**src/rtl/sisc_pkg.sv**
```systemverilog
// sisc_pkg: shared definitions for the sisc instruction sequencer.
//   - Opcode constants for the sisc instruction set (opcode = top 4 bits of IR).
//   - Sequencer state encoding.
//   - opcode_of(): extracts the opcode from an instruction word of any width
//     up to IR_MAX bits.
package sisc_pkg;

  localparam int IR_MAX = 64;

  localparam logic [3:0] OP_NOP  = 4'h0;
  localparam logic [3:0] OP_ALU  = 4'h8;
  localparam logic [3:0] OP_ALUI = 4'h9;  // ALU form with the immediate bit set
  localparam logic [3:0] OP_HLT  = 4'hF;

  typedef enum logic [1:0] {
    IDLE     = 2'd0,
    RST_WAIT = 2'd1,
    RUN      = 2'd2,
    STOP     = 2'd3
  } seq_state_t;

  // Caller zero-extends its word to IR_MAX bits and passes its real width,
  // so the opcode is always taken from the top nibble of the real word.
  function automatic logic [3:0] opcode_of(input logic [IR_MAX-1:0] word,
                                           input int              w);
    return 4'(word >> (w - 4));
  endfunction

endpackage

```
**src/rtl/sisc_prog_mem.sv**
```systemverilog
// sisc_prog_mem: program store for the sisc sequencer.
//   DEPTH x IR_W words, synchronous write, asynchronous read. Not reset.
// Ports:
//   clk    - write clock (rising edge)
//   we     - write enable
//   waddr  - write address
//   wdata  - write data
//   raddr  - read address
//   rdata  - read data (combinational from raddr)
module sisc_prog_mem
  import sisc_pkg::*;
#(
  parameter int IR_W  = 32,
  parameter int DEPTH = 16,
  parameter int AW    = $clog2(DEPTH)
) (
  input  logic            clk,
  input  logic            we,
  input  logic [AW-1:0]   waddr,
  input  logic [IR_W-1:0] wdata,
  input  logic [AW-1:0]   raddr,
  output logic [IR_W-1:0] rdata
);

  logic [IR_W-1:0] mem [DEPTH];

  always_ff @(posedge clk) begin
    if (we) mem[waddr] <= wdata;
  end

  assign rdata = mem[raddr];

endmodule

```
**src/rtl/sisc_ir_sequencer.sv**
```systemverilog
// sisc_ir_sequencer: loadable instruction feeder for the sisc core.
//   After start it holds cpu_rst_f low for RST_CYCLES clocks, then presents
//   one program word on ir every HOLD_CYCLES clocks, stopping on an HLT
//   opcode, at the end of the program, or wrapping when loop_mode is set.
// Optional feature: define SISC_SEQ_RETIRE_CNT_EN to add the 32-bit
//   saturating 'retired' counter output.
// Ports:
//   CLK, RST_F          - clock (rising edge), synchronous active-low reset
//   ld_en/ld_addr/ld_data - program write port (honoured in IDLE/STOP only)
//   start, abort        - run control
//   loop_mode           - wrap to word 0 after the last word
//   cpu_rst_f           - active-low reset to the core
//   ir, ir_valid, pc    - presented instruction, its validity and address
//   halted, done        - stopped on HLT / stopped at end of program
//   retired             - completed-instruction count (optional)
module sisc_ir_sequencer
  import sisc_pkg::*;
#(
  parameter int IR_W        = 32,
  parameter int DEPTH       = 16,
  parameter int AW          = $clog2(DEPTH),
  parameter int HOLD_CYCLES = 10,
  parameter int RST_CYCLES  = 2
) (
  input  logic            CLK,
  input  logic            RST_F,
  input  logic            ld_en,
  input  logic [AW-1:0]   ld_addr,
  input  logic [IR_W-1:0] ld_data,
  input  logic            start,
  input  logic            abort,
  input  logic            loop_mode,
  output logic            cpu_rst_f,
  output logic [IR_W-1:0] ir,
  output logic            ir_valid,
  output logic [AW-1:0]   pc,
  output logic            halted,
`ifdef SISC_SEQ_RETIRE_CNT_EN
  output logic            done,
  output logic [31:0]     retired
`else
  output logic            done
`endif
);

  localparam int HW = $clog2(HOLD_CYCLES + 1);
  localparam int RW = $clog2(RST_CYCLES + 1);
  localparam logic [HW-1:0] HOLD_LAST = HW'(HOLD_CYCLES - 1);
  localparam logic [RW-1:0] RST_LAST  = RW'(RST_CYCLES - 1);
  localparam logic [AW-1:0] PC_LAST   = AW'(DEPTH - 1);

  seq_state_t      state, state_nxt;
  logic [AW-1:0]   pc_nxt, rd_addr;
  logic [IR_W-1:0] ir_nxt, rd_data;
  logic            ir_valid_nxt, cpu_rst_f_nxt, halted_nxt, done_nxt;
  logic [HW-1:0]   hold_cnt, hold_cnt_nxt;
  logic [RW-1:0]   rst_cnt, rst_cnt_nxt;
  logic            mem_we;
`ifdef SISC_SEQ_RETIRE_CNT_EN
  logic [31:0]     retired_nxt;
`endif

  assign mem_we = ld_en && ((state == IDLE) || (state == STOP));

  // Read address is the pc the next word will be presented at: word 0 when
  // leaving RST_WAIT or wrapping, otherwise pc+1 while running.
  always_comb begin
    rd_addr = '0;
    if ((state == RUN) && (pc != PC_LAST)) rd_addr = pc + AW'(1);
  end

  sisc_prog_mem #(
    .IR_W  (IR_W),
    .DEPTH (DEPTH),
    .AW    (AW)
  ) u_mem (
    .clk   (CLK),
    .we    (mem_we),
    .waddr (ld_addr),
    .wdata (ld_data),
    .raddr (rd_addr),
    .rdata (rd_data)
  );

  always_ff @(posedge CLK) begin
    if (!RST_F) begin
      state     <= IDLE;
      pc        <= '0;
      ir        <= '0;
      ir_valid  <= 1'b0;
      cpu_rst_f <= 1'b0;
      halted    <= 1'b0;
      done      <= 1'b0;
      hold_cnt  <= '0;
      rst_cnt   <= '0;
`ifdef SISC_SEQ_RETIRE_CNT_EN
      retired   <= '0;
`endif
    end else begin
      state     <= state_nxt;
      pc        <= pc_nxt;
      ir        <= ir_nxt;
      ir_valid  <= ir_valid_nxt;
      cpu_rst_f <= cpu_rst_f_nxt;
      halted    <= halted_nxt;
      done      <= done_nxt;
      hold_cnt  <= hold_cnt_nxt;
      rst_cnt   <= rst_cnt_nxt;
`ifdef SISC_SEQ_RETIRE_CNT_EN
      retired   <= retired_nxt;
`endif
    end
  end

  always_comb begin
    state_nxt     = state;
    pc_nxt        = pc;
    ir_nxt        = ir;
    ir_valid_nxt  = ir_valid;
    cpu_rst_f_nxt = cpu_rst_f;
    halted_nxt    = halted;
    done_nxt      = done;
    hold_cnt_nxt  = hold_cnt;
    rst_cnt_nxt   = rst_cnt;
`ifdef SISC_SEQ_RETIRE_CNT_EN
    retired_nxt   = retired;
`endif
    case (state)
      IDLE, STOP: begin
        if (start) begin
          state_nxt     = RST_WAIT;
          cpu_rst_f_nxt = 1'b0;
          pc_nxt        = '0;
          halted_nxt    = 1'b0;
          done_nxt      = 1'b0;
          ir_nxt        = '0;
          ir_valid_nxt  = 1'b0;
          rst_cnt_nxt   = '0;
`ifdef SISC_SEQ_RETIRE_CNT_EN
          retired_nxt   = '0;
`endif
        end
      end
      RST_WAIT, RUN: begin
        // abort wins over any end-of-hold or end-of-reset transition
        if (abort) begin
          state_nxt     = IDLE;
          ir_nxt        = '0;
          ir_valid_nxt  = 1'b0;
          cpu_rst_f_nxt = 1'b0;
          pc_nxt        = '0;
          hold_cnt_nxt  = '0;
          rst_cnt_nxt   = '0;
        end else if (state == RST_WAIT) begin
          if (rst_cnt == RST_LAST) begin
            state_nxt     = RUN;
            cpu_rst_f_nxt = 1'b1;
            ir_nxt        = rd_data;
            ir_valid_nxt  = 1'b1;
            hold_cnt_nxt  = '0;
          end else begin
            rst_cnt_nxt = rst_cnt + RW'(1);
          end
        end else if (hold_cnt == HOLD_LAST) begin
`ifdef SISC_SEQ_RETIRE_CNT_EN
          if (retired != '1) retired_nxt = retired + 32'd1;
`endif
          if (opcode_of(IR_MAX'(ir), IR_W) == OP_HLT) begin
            state_nxt    = STOP;
            halted_nxt   = 1'b1;
            ir_valid_nxt = 1'b0;
          end else if ((pc == PC_LAST) && loop_mode) begin
            pc_nxt       = '0;
            ir_nxt       = rd_data;
            hold_cnt_nxt = '0;
          end else if (pc == PC_LAST) begin
            state_nxt    = STOP;
            done_nxt     = 1'b1;
            ir_nxt       = '0;
            ir_valid_nxt = 1'b0;
          end else begin
            pc_nxt       = pc + AW'(1);
            ir_nxt       = rd_data;
            hold_cnt_nxt = '0;
          end
        end else begin
          hold_cnt_nxt = hold_cnt + HW'(1);
        end
      end
      default: state_nxt = IDLE;
    endcase
  end

endmodule

```
**config.mk**
```make
export PLATFORM = sky130hd
export DESIGN_NAME = sisc_ir_sequencer
export DESIGN_NICKNAME = d
export VERILOG_FILES = /design/src/rtl/sisc_pkg.sv /design/src/rtl/sisc_prog_mem.sv /design/src/rtl/sisc_ir_sequencer.sv
export SDC_FILE = /design/constraint.sdc
export NUM_CORES = 1
export LEC_CHECK = 0
export CORE_ASPECT_RATIO = 0.5
export CORE_MARGIN = 2
export CORE_UTILIZATION = 34
export DETAILED_ROUTE_END_ITERATION = 16
export PLACE_DENSITY_LB_ADDON = 0.08
export SYNTH_ARGS = -nofsm -noshare
export SYNTH_HDL_FRONTEND = slang
export SYNTH_SLANG_ARGS = --single-unit
export TNS_END_PERCENT = 20
```
**constraint.sdc**
```tcl
create_clock -name CLK -period 3.8 [get_ports CLK]
set_clock_uncertainty 0.05 [all_clocks]
set_input_delay 0.76 -clock CLK [delete_from_list [all_inputs] [get_ports CLK]]
set_output_delay 0.76 -clock CLK [all_outputs]
set_load 0.005 [all_outputs]
```
; Word level (Yosys, flattened, before mapping)
; Memory sizes are Yosys's and may differ from the RTL's.
; Index checks and enable logic that the tools add are counted.
[word_totals]
reg_bits = 48
ramBits = 512
in_bits = 42
out_inout_bits = 40
word_cells = 124
memories = 1
[classes]
add_sub_neg = 3
n_eq_ne = 31
n_mux = 65
n_reduce_logical = 15
[mem_list]
columns = memory, words, width, rd, rd_clocked_by_memory_dff, write_ports, line_no
row1 = u_mem.mem, 16, 32, 1, 0, 1, sisc_prog_mem.sv:25  ; logic [IR_W-1:0] mem [DEPTH];
[op_table]
columns = cell, n
row1 = 2-to-1 mux 32 bit, 8
row2 = one-hot mux 32 bit (2 select lines), 1
row3 = 2-to-1 mux 4 bit, 15
row4 = 2-to-1 mux 2 bit, 12
row5 = inequality test 4 bit (second input constant), 6
row6 = 2-to-1 mux 1 bit, 22
row7 = inequality test 3 bit (second input constant), 6
row8 = inequality test 2 bit (second input constant), 8
row9 = AND reduction 5 bit, 3
row10 = equality test 4 bit (second input constant), 3
row11 = inequality test 5 bit (second input constant), 2
row12 = adder 4 x 1 -> 4 bit (second input constant), 2
row13 = one-hot mux 1 bit (2 select lines), 4
row14 = one-hot mux 2 bit (2 select lines), 2
row15 = one-hot mux 4 bit (2 select lines), 1
row16 = AND reduction 4 bit, 2
row17 = AND reduction 7 bit, 1
row18 = AND reduction 3 bit, 2
row19 = inequality test 5 x 4 -> 1 bit (second input constant), 1
row20 = equality test 2 x 1 -> 1 bit (second input constant), 2
row21 = equality test 2 bit (second input constant), 2
row22 = OR reduction 2 bit, 2
row23 = logical AND 1 bit, 3
row24 = inequality test 3 x 2 -> 1 bit (second input constant), 1
row25 = 3 further kinds, 3

; Longest topological paths before layout
; Gate-level depths: netlist (run 1).
; An unclocked memory read counts as a cell.
[depth]
word_depth = 11
ltp_mapped = 11
ltp_nobuf = 7

; By module
; Synthesis (run 1) repeated with hierarchy kept, for this count alone.
[hier_totals]
hier_cells = 1065
area_unflattened_um2 = 21312.9
[by_module_without_submodules]
columns = mod, instances, cells_per_inst, area_each_um2
row1 = sisc_prog_mem, 1, 806, 19194.7
row2 = sisc_ir_sequencer, 1, 259, 2118.3

; Worst setup path before layout (run 1)
; Ideal clock, no wire load.
[synth_path]
kind = register to register
start = register state[0]
end = memory u_mem.mem[0][0] (enable)
setup_time_ns = 0.461
arrival_time_ns = 3.601
required_time_ns = 3.289
path_slack_ns = -0.312
stages_incl_launch_ff = 7
path_buffers = 1
synth_period_minus_slack_ns = 4.112
path_cell_list = dfxtp_1 inv_1 ha_1 clkbuf_1 nand2_1 or3_1 nor3_1
[synth_between]
elab_chain_len = 5
elab_cells_between_ends = 6
classes_between = 1 x eq/ne / 2 x mux / 3 x reduce/logical
[synth_lines]
columns = item, line_no
row1 = from (decl), sisc_ir_sequencer.sv:52  ; seq_state_t state, state_nxt;
row2 = from (signal assigned), sisc_ir_sequencer.sv:100  ; state <= state_nxt;
row3 = equality test 2 bit or zero test 2 bit (tied branches), sisc_ir_sequencer.sv:63  ; assign mem_we = ld_en && ((state == IDLE) || (state == STOP));
row4 = logical OR 1 bit (*), sisc_ir_sequencer.sv:63
row5 = logical AND 1 bit (*), sisc_ir_sequencer.sv:63
row6 = 2-to-1 mux 1 bit (*), sisc_prog_mem.sv:28  ; if (we) mem[waddr] <= wdata;
row7 = 2-to-1 mux 1 bit (implied by the code) (*), sisc_prog_mem.sv:28
row8 = to (decl), sisc_prog_mem.sv:25
; Every way passes the cells marked *; elsewhere a longest branch is shown, timed or not.

; Final worst setup path (run 1)
[layout_path]
start = register pc[1]
end = register ir[4]
[layout_between]
elab_chain_len = 11
elab_cells_between_ends = 15
classes_between = 1 x add/sub / 2 x eq/ne / 9 x mux / 2 x reduce/logical / 1 x memory
[layout_lines]
columns = item, line_no
row1 = from (decl), sisc_ir_sequencer.sv:36  ; output logic [AW-1:0] pc,
row2 = from (signal assigned), sisc_ir_sequencer.sv:101  ; pc <= pc_nxt;
row3 = "parallel branches: the longest is 8 deep, another holds memory (16 x 32 bit)", n/a
row4 = 2-to-1 mux 32 bit (*), sisc_ir_sequencer.sv:154  ; end else if (state == RST_WAIT) begin
row5 = 2-to-1 mux 32 bit (*), sisc_ir_sequencer.sv:146  ; if (abort) begin
row6 = one-hot mux 32 bit (2 select lines) (*), sisc_ir_sequencer.sv:128  ; case (state)
row7 = to (signal assigned), sisc_ir_sequencer.sv:102  ; ir <= ir_nxt;
row8 = to (decl), sisc_ir_sequencer.sv:34  ; output logic [IR_W-1:0] ir,
; Every way passes the cells marked *. The select of a mux whose other input is x is not followed.
; A chain may end at the register's enable or synchronous reset.

==> results of run 1 <==
-- cell type report --
cell class                 count  area [um^2]
clock buffer                  74         1530
timing repair buffer         142         1480
clock inverter                29          278
fill                        6072        40000
antenna                        2         5.00
multi-input combinational    897         6390
sequential                   560        16300
tap                          897         1120
inverter                       9         33.8
-- per-layer routing --
metal	global-route usage	up-vias	wire length, um
met4	0.0499	0	1480
met1	0.267	7579	31600
met5	0	-	0
li1	-	6540	-
met3	0.0320	85	3440
met2	0.318	371	32200
-- logic make-up (layout without fill, tap and decap cells) --
logic type | Yosys count | count (layout)
xor+xnor | 2 | 2
fa+ha+maj | 6 | 6
compound gates | 424 | 424
simple gates | 369 | 369
flops | 560 | 560
buf+inv | 143 | 254
mux | 96 | 96
other cells | 0 | 2
-- cell usage after synthesis (18+ instances only) --
cell type / instances / area (um^2)
nand2_1: 88 / 330
o221ai_1: 21 / 184
o32ai_1: 31 / 272
o211ai_1: 42 / 315
dfxtp_1: 48 / 961
mux2i_1: 65 / 651
a2bb2oi_1: 18 / 158
o21ai_1: 29 / 145
nor3_1: 26 / 130
edfxtp_1: 512 / 15400
mux2_2: 30 / 338
nand3_1: 81 / 405
o311a_1: 47 / 470
o22ai_1: 32 / 200
a2111oi_0: 18 / 158
and3_1: 52 / 325
nor2_1: 39 / 146
o21ai_0: 20 / 100
nor2b_1: 48 / 300
a21oi_1: 42 / 210
buf_2: 41 / 205
clkbuf_1: 78 / 293
a21boi_0: 55 / 413
-- worst max-delay path, delay by kind of cell, from the launching register on --
kind                     cells  cell delay [ns]
AND/OR/NAND/NOR              1             0.75
buffers and inverters        1             0.40
flip-flops                   1             0.42
AO/OA/AOI/OAI                4             0.94
adder cells (fa/ha/maj)      1             0.63
-- metrics by stage --
step	setup WS, ns	power, uW	hold WS [ns]	TNS (ns)	area [um^2]
6_report	0.513	13100	0.430	0	27200
3_5_place_dp	0.520	7680	0.410	0	25400
3_3_place_gp	0.574	7660	0.409	0	25400
4_1_cts	0.496	13200	0.424	0	27200
2_1_floorplan	-0.121	7310	0.399	-9.21	23200
5_1_grt	0.323	13500	0.462	0	27200
-- path summary, 6_finish.rpt --
path,from,to,slack (ns),cells after the start
hold / removal,halted$_SDFFE_PN0P_,halted$_SDFFE_PN0P_,0.43,2
hold reg to reg,halted$_SDFFE_PN0P_,halted$_SDFFE_PN0P_,0.43,2
setup reg to reg,pc[1]$_SDFFE_PN0P_,ir[4]$_SDFFE_PN0P_,0.51,7
setup / recovery,pc[1]$_SDFFE_PN0P_,ir[4]$_SDFFE_PN0P_,0.51,7
-- flip-flops by register name (all words and copies together), names as in the netlist --
register / count
pc: 4
hold_cnt: 4
cpu_rst_f: 1
ir_valid: 1
ir: 32
done: 1
u_mem.mem: 512
rst_cnt: 2
state: 2
halted: 1
-- power by group through the flow --
| stage | Combinational, uW | Clock [uW] | Sequential, uW |
|---|---|---|---|
| 6_report | 687 | 5520 | 6850 |
| 3_3_place_gp | 685 | 0 | 6980 |
| 2_1_floorplan | 338 | 0 | 6970 |
| 4_1_cts | 698 | 5660 | 6850 |
| 5_1_grt | 747 | 5910 | 6850 |
| 3_5_place_dp | 697 | 0 | 6980 |
==> metrics.txt, run 1 <==
multiplexer area fraction after synthesis=0.0436; WL final=68.7 mm; die area=70,400 um^2; post-CTS setup buffers=0; Slew Limit Fails=0; clk buf depth=3; Post-Synth Simple-Gate Area=0.0816; HPWL after detailed placement=39.4 mm; main combinational cell family by area after synthesis=compound AO/OA/AOI/OAI gates; CP cell instances=ha_1, and3_2, buf_4, o22ai_1, o41ai_1, a21oi_1, o31ai_1; grt ovf=0; DRT iter0 DRCs=1,255; io pins=82; worst endpoint data arrival time=3.74 ns; vias=14,600; clk slew on worst S/H paths=0.06 ns; Switching Share=0.218; Post-synth ARST share=0; synthesized area=23,200 um^2; drt pass-1 iters=7; post-synthesis sequential area ratio=0.705; commonest non-fill, non-tap cells in the layout=512 x edfxtp_1, 87 x nand2_1, 81 x clkdlybuf4s50_1; fin crit period=3.29 ns; non-filler instance count after layout=2,610; # DRC=0; All-Layer GR Usage=0.193; vias in the first global route=14,700; port bufs=81; first-pass GRT wire length=100 mm; Cell Rows=67; Pwr Density=480 nW/um^2; dpl cells=2,505; WL/cell=26.3 um; Synth Area in XOR/XNOR=0.00108; Seq cells post-synth=560; Root Buffer=clkbuf_16; maximum VDD drop=0.344 mV; Primary FF master, synth=edfxtp_1; Hold Crit Class=reg2reg; Setup CP Type=reg2reg; Die Ht=189 um; Area growth syn-to-layout=17.3%; Avg Cell Area, Syn=14.5 um^2; Leakage=0.00856 uW; Syn Inst Count=1,600; Net Count, Synth=1,648; H-Tree Depth=2; Worst-Skew Late Latency=0.61 ns; Comb power frac=0.053; clk sinks=560; Warnings, synthesis=0; Vias/cell=5.58; Worst Max-Slew Pin Slew=1.10 ns; Hold Vio Cnt, Final=0; count of cell types in the netlist=69; Synth Area in Compound Gates=0.138; Final Cycle Share=0.865; Seq pwr share=0.525; CTS resizes=0; cell-internal power=10,200 uW; Worst Path Required=4.26 ns; hold buffer count at CTS=0; Worst slew margin=0.264; FMAX=304 MHz; worst-path maximum fanout=28; slowest stage delay, CP=0.75 ns; final core occ=0.405; CORE AREA=67,100 um^2; Final setup viols=0; initial antenna violation count=2; largest net degree at the start of global routing=164; CTS tree=built; commonest non-fill, non-tap cell in the layout=edfxtp_1; GP Congestion=0.770; adder-cell share of the synthesized area=0.00324; TritonCTS Buffers=55; share of cells above drive strength 1=0.123; Starting Density=0.345; Switch Pwr=2850 uW; outcome=complete, no violations; startpoint class of the critical path=flop; Die X=373 um; maxcap violations=0; Post-synth EDFFs=512; CP endpoint kind=flop; unrepaired setup endpoints after global routing=no; slowest stage cell, crit path=and3_2; NumNets Final=1,713; Clock power frac=0.423; post-route ant nets=0
Power figures use the tool's default switching activity.
==> run 2: changes to the inputs <==
==> constraint.sdc (replaced) <==
create_clock -name CLK -period 3.8 [get_ports CLK]
set_clock_uncertainty 0.05 [all_clocks]
set_input_delay 1.14 -clock CLK [delete_from_list [all_inputs] [get_ports CLK]]
set_output_delay 1.14 -clock CLK [all_outputs]
set_load 0.005 [all_outputs]
==> metrics.txt, run 2 (same netlist as run 1, synthesis figures left out) <==
outcome=complete, no violations (unchanged); clk slew on worst S/H paths=0.06 ns (about the same); hold buffer count at CTS=0 (unchanged); Slew Limit Fails=0 (unchanged); Worst slew margin=0.332 (was 0.264); FMAX=304 MHz (about the same); Switch Pwr=2780 uW (was 2850 uW); CORE AREA=67,100 um^2 (unchanged); Hold Vio Cnt, Final=0 (unchanged); clk buf depth=3 (unchanged); io pins=82 (unchanged); CTS tree=built (unchanged); Regs by FF count=u_mem.mem x512, ir x32 (unchanged); drt pass-1 iters=5 (was 7); fin area=27,200 um^2 (about the same); non-filler instance count after layout=2,597 (was 2,610); commonest non-fill, non-tap cell in the layout=edfxtp_1 (unchanged); Vias/cell=5.54 (was 5.58); WL/cell=24.9 um (was 26.3 um); HPWL after detailed placement=39.1 mm (was 39.4 mm); pre-CTS worst setup slack=0.450 ns (was 0.520 ns); share of cells above drive strength 1=0.116 (was 0.123); initial antenna violation count=0 (was 2); post-CTS setup buffers=0 (unchanged); first-pass GRT wire length=96.5 mm (was 100 mm); TritonCTS Buffers=54 (was 55); Biggest register=u_mem.mem (unchanged); largest net degree at the start of global routing=105 (was 164); Worst Path Required=2.61 ns (was 4.26 ns); cell-internal power=10,200 uW (about the same); setup slack after layout=0.510 ns (was 0.513 ns); Root Buffer=clkbuf_16 (unchanged); CTS resizes=0 (unchanged); grt ovf=0 (unchanged); Switching Share=0.214 (was 0.218); All-Layer GR Usage=0.183 (was 0.193); Comb power frac=0.052 (was 0.053); port bufs=81 (unchanged); startpoint class of the critical path=flop (unchanged); fin crit period=3.29 ns (about the same); Clock power frac=0.422 (was 0.423); dpl cells=2,496 (was 2,505); Die Ht=189 um (unchanged); maxcap violations=0 (unchanged); worst endpoint data arrival time=2.10 ns (was 3.74 ns); Area growth syn-to-layout=17.5% (was 17.3%); die area=70,400 um^2 (unchanged); n_diodes=0 (was 2); Final Power=13,000 uW (was 13,100 uW); Worst-Skew Late Latency=0.61 ns (about the same); post-route ant nets=0 (unchanged); # DRC=0 (unchanged); CP endpoint kind=output port (was flop); DRT iter0 DRCs=965 (was 1,255); Final setup viols=0 (unchanged); placed cell area=25,400 um^2 (about the same); Hold Crit Class=reg2reg (unchanged); H-Tree Depth=2 (unchanged); Die X=373 um (unchanged); Cell Rows=67 (unchanged); maximum VDD drop=0.298 mV (was 0.344 mV); Largest register FFs=512 (unchanged); clk sinks=560 (unchanged); Leakage=0.00854 uW (was 0.00856 uW); Setup CP Type=reg2out (was reg2reg); GP Congestion=0.846 (was 0.770); Final Cycle Share=0.866 (was 0.865); Worst Max-Slew Pin Slew=0.999 ns (was 1.10 ns); vias in the first global route=14,800 (was 14,700); Pwr Density=478 nW/um^2 (was 480 nW/um^2); unrepaired setup endpoints after global routing=no (unchanged); Seq pwr share=0.526 (was 0.525); commonest non-fill, non-tap cells in the layout=512 x edfxtp_1, 87 x nand2_1, 81 x clkdlybuf4s50_1 (unchanged); vias=14,400 (was 14,600); NumNets Final=1,703 (was 1,713); worst-path maximum fanout=104 (was 28); WL final=64.6 mm (was 68.7 mm); Starting Density=0.345 (unchanged)
-- run 2: cell count changes in the layout (fill, tap and decap cells not counted) --
cell | previous run | this run
clkinv_8 | 1 | 0
clkinv_1 | 8 | 9
buf_12 | 17 | 26
clkbuf_8 | 6 | 8
clkinv_2 | 13 | 9
buf_4 | 44 | 26
diode_2 | 2 | 0
-- run 2: through the flow --
stage	hold slack (ns)	util	setup TNS [ns]
final	0.417	0.405	0
after global placement	0.411	0.378	0
after CTS	0.422	0.405	0
after global routing	0.468	0.405	0
after detailed placement	0.410	0.378	0
after floorplan	0.399	-	-27.75
-- run 2: final timing paths --
kind	start	slack, ns	cells after the start	to
worst max register to register	pc[0]$_SDFFE_PN0P_	0.83	7	ir[20]$_SDFFE_PN0P_
worst max-delay path	pc[0]$_SDFFE_PN0P_	0.51	2	pc[0]
worst min register to register	cpu_rst_f$_SDFFE_PN0P_	0.42	2	cpu_rst_f$_SDFFE_PN0P_
worst min-delay path	cpu_rst_f$_SDFFE_PN0P_	0.42	2	cpu_rst_f$_SDFFE_PN0P_
-- run 2: worst max-delay path, stage by stage, from the launching register on --
cell and delay (ns):
dfxtp_4 0.36, buf_12 0.51, clkdlybuf4s50_1 0.63
-- run 2: per-layer routing --
layer  vias up  wire [um]  share of wire  global-route usage
met2       347      31300           0.48               0.311
met3        97       2770          0.043              0.0264
li1       6519          -              -                   -
met4         0       1570          0.024              0.0528
met5         -          0              0                   0
met1      7417      29000           0.45               0.244
-- run 2: power groups by stage --
stage | clock (uW) | combinational [uW] | sequential, uW
CTS | 5640 | 690 | 6850
global placement | 0 | 677 | 6980
detailed placement | 0 | 688 | 6980
global route | 5880 | 736 | 6850
finish | 5490 | 675 | 6850
floorplan | 0 | 338 | 6970
-- run 2: area by class of cell --
| class | instances | area (um^2) |
|---|---|---|
| clock buffers | 76 | 1560 |
| clock inverters | 25 | 245 |
| fillers | 6128 | 39900 |
| inverters | 9 | 33.8 |
| multi-input cells | 897 | 6390 |
| flip-flops and latches | 560 | 16300 |
| well taps | 897 | 1120 |
| repair buffers | 133 | 1530 |
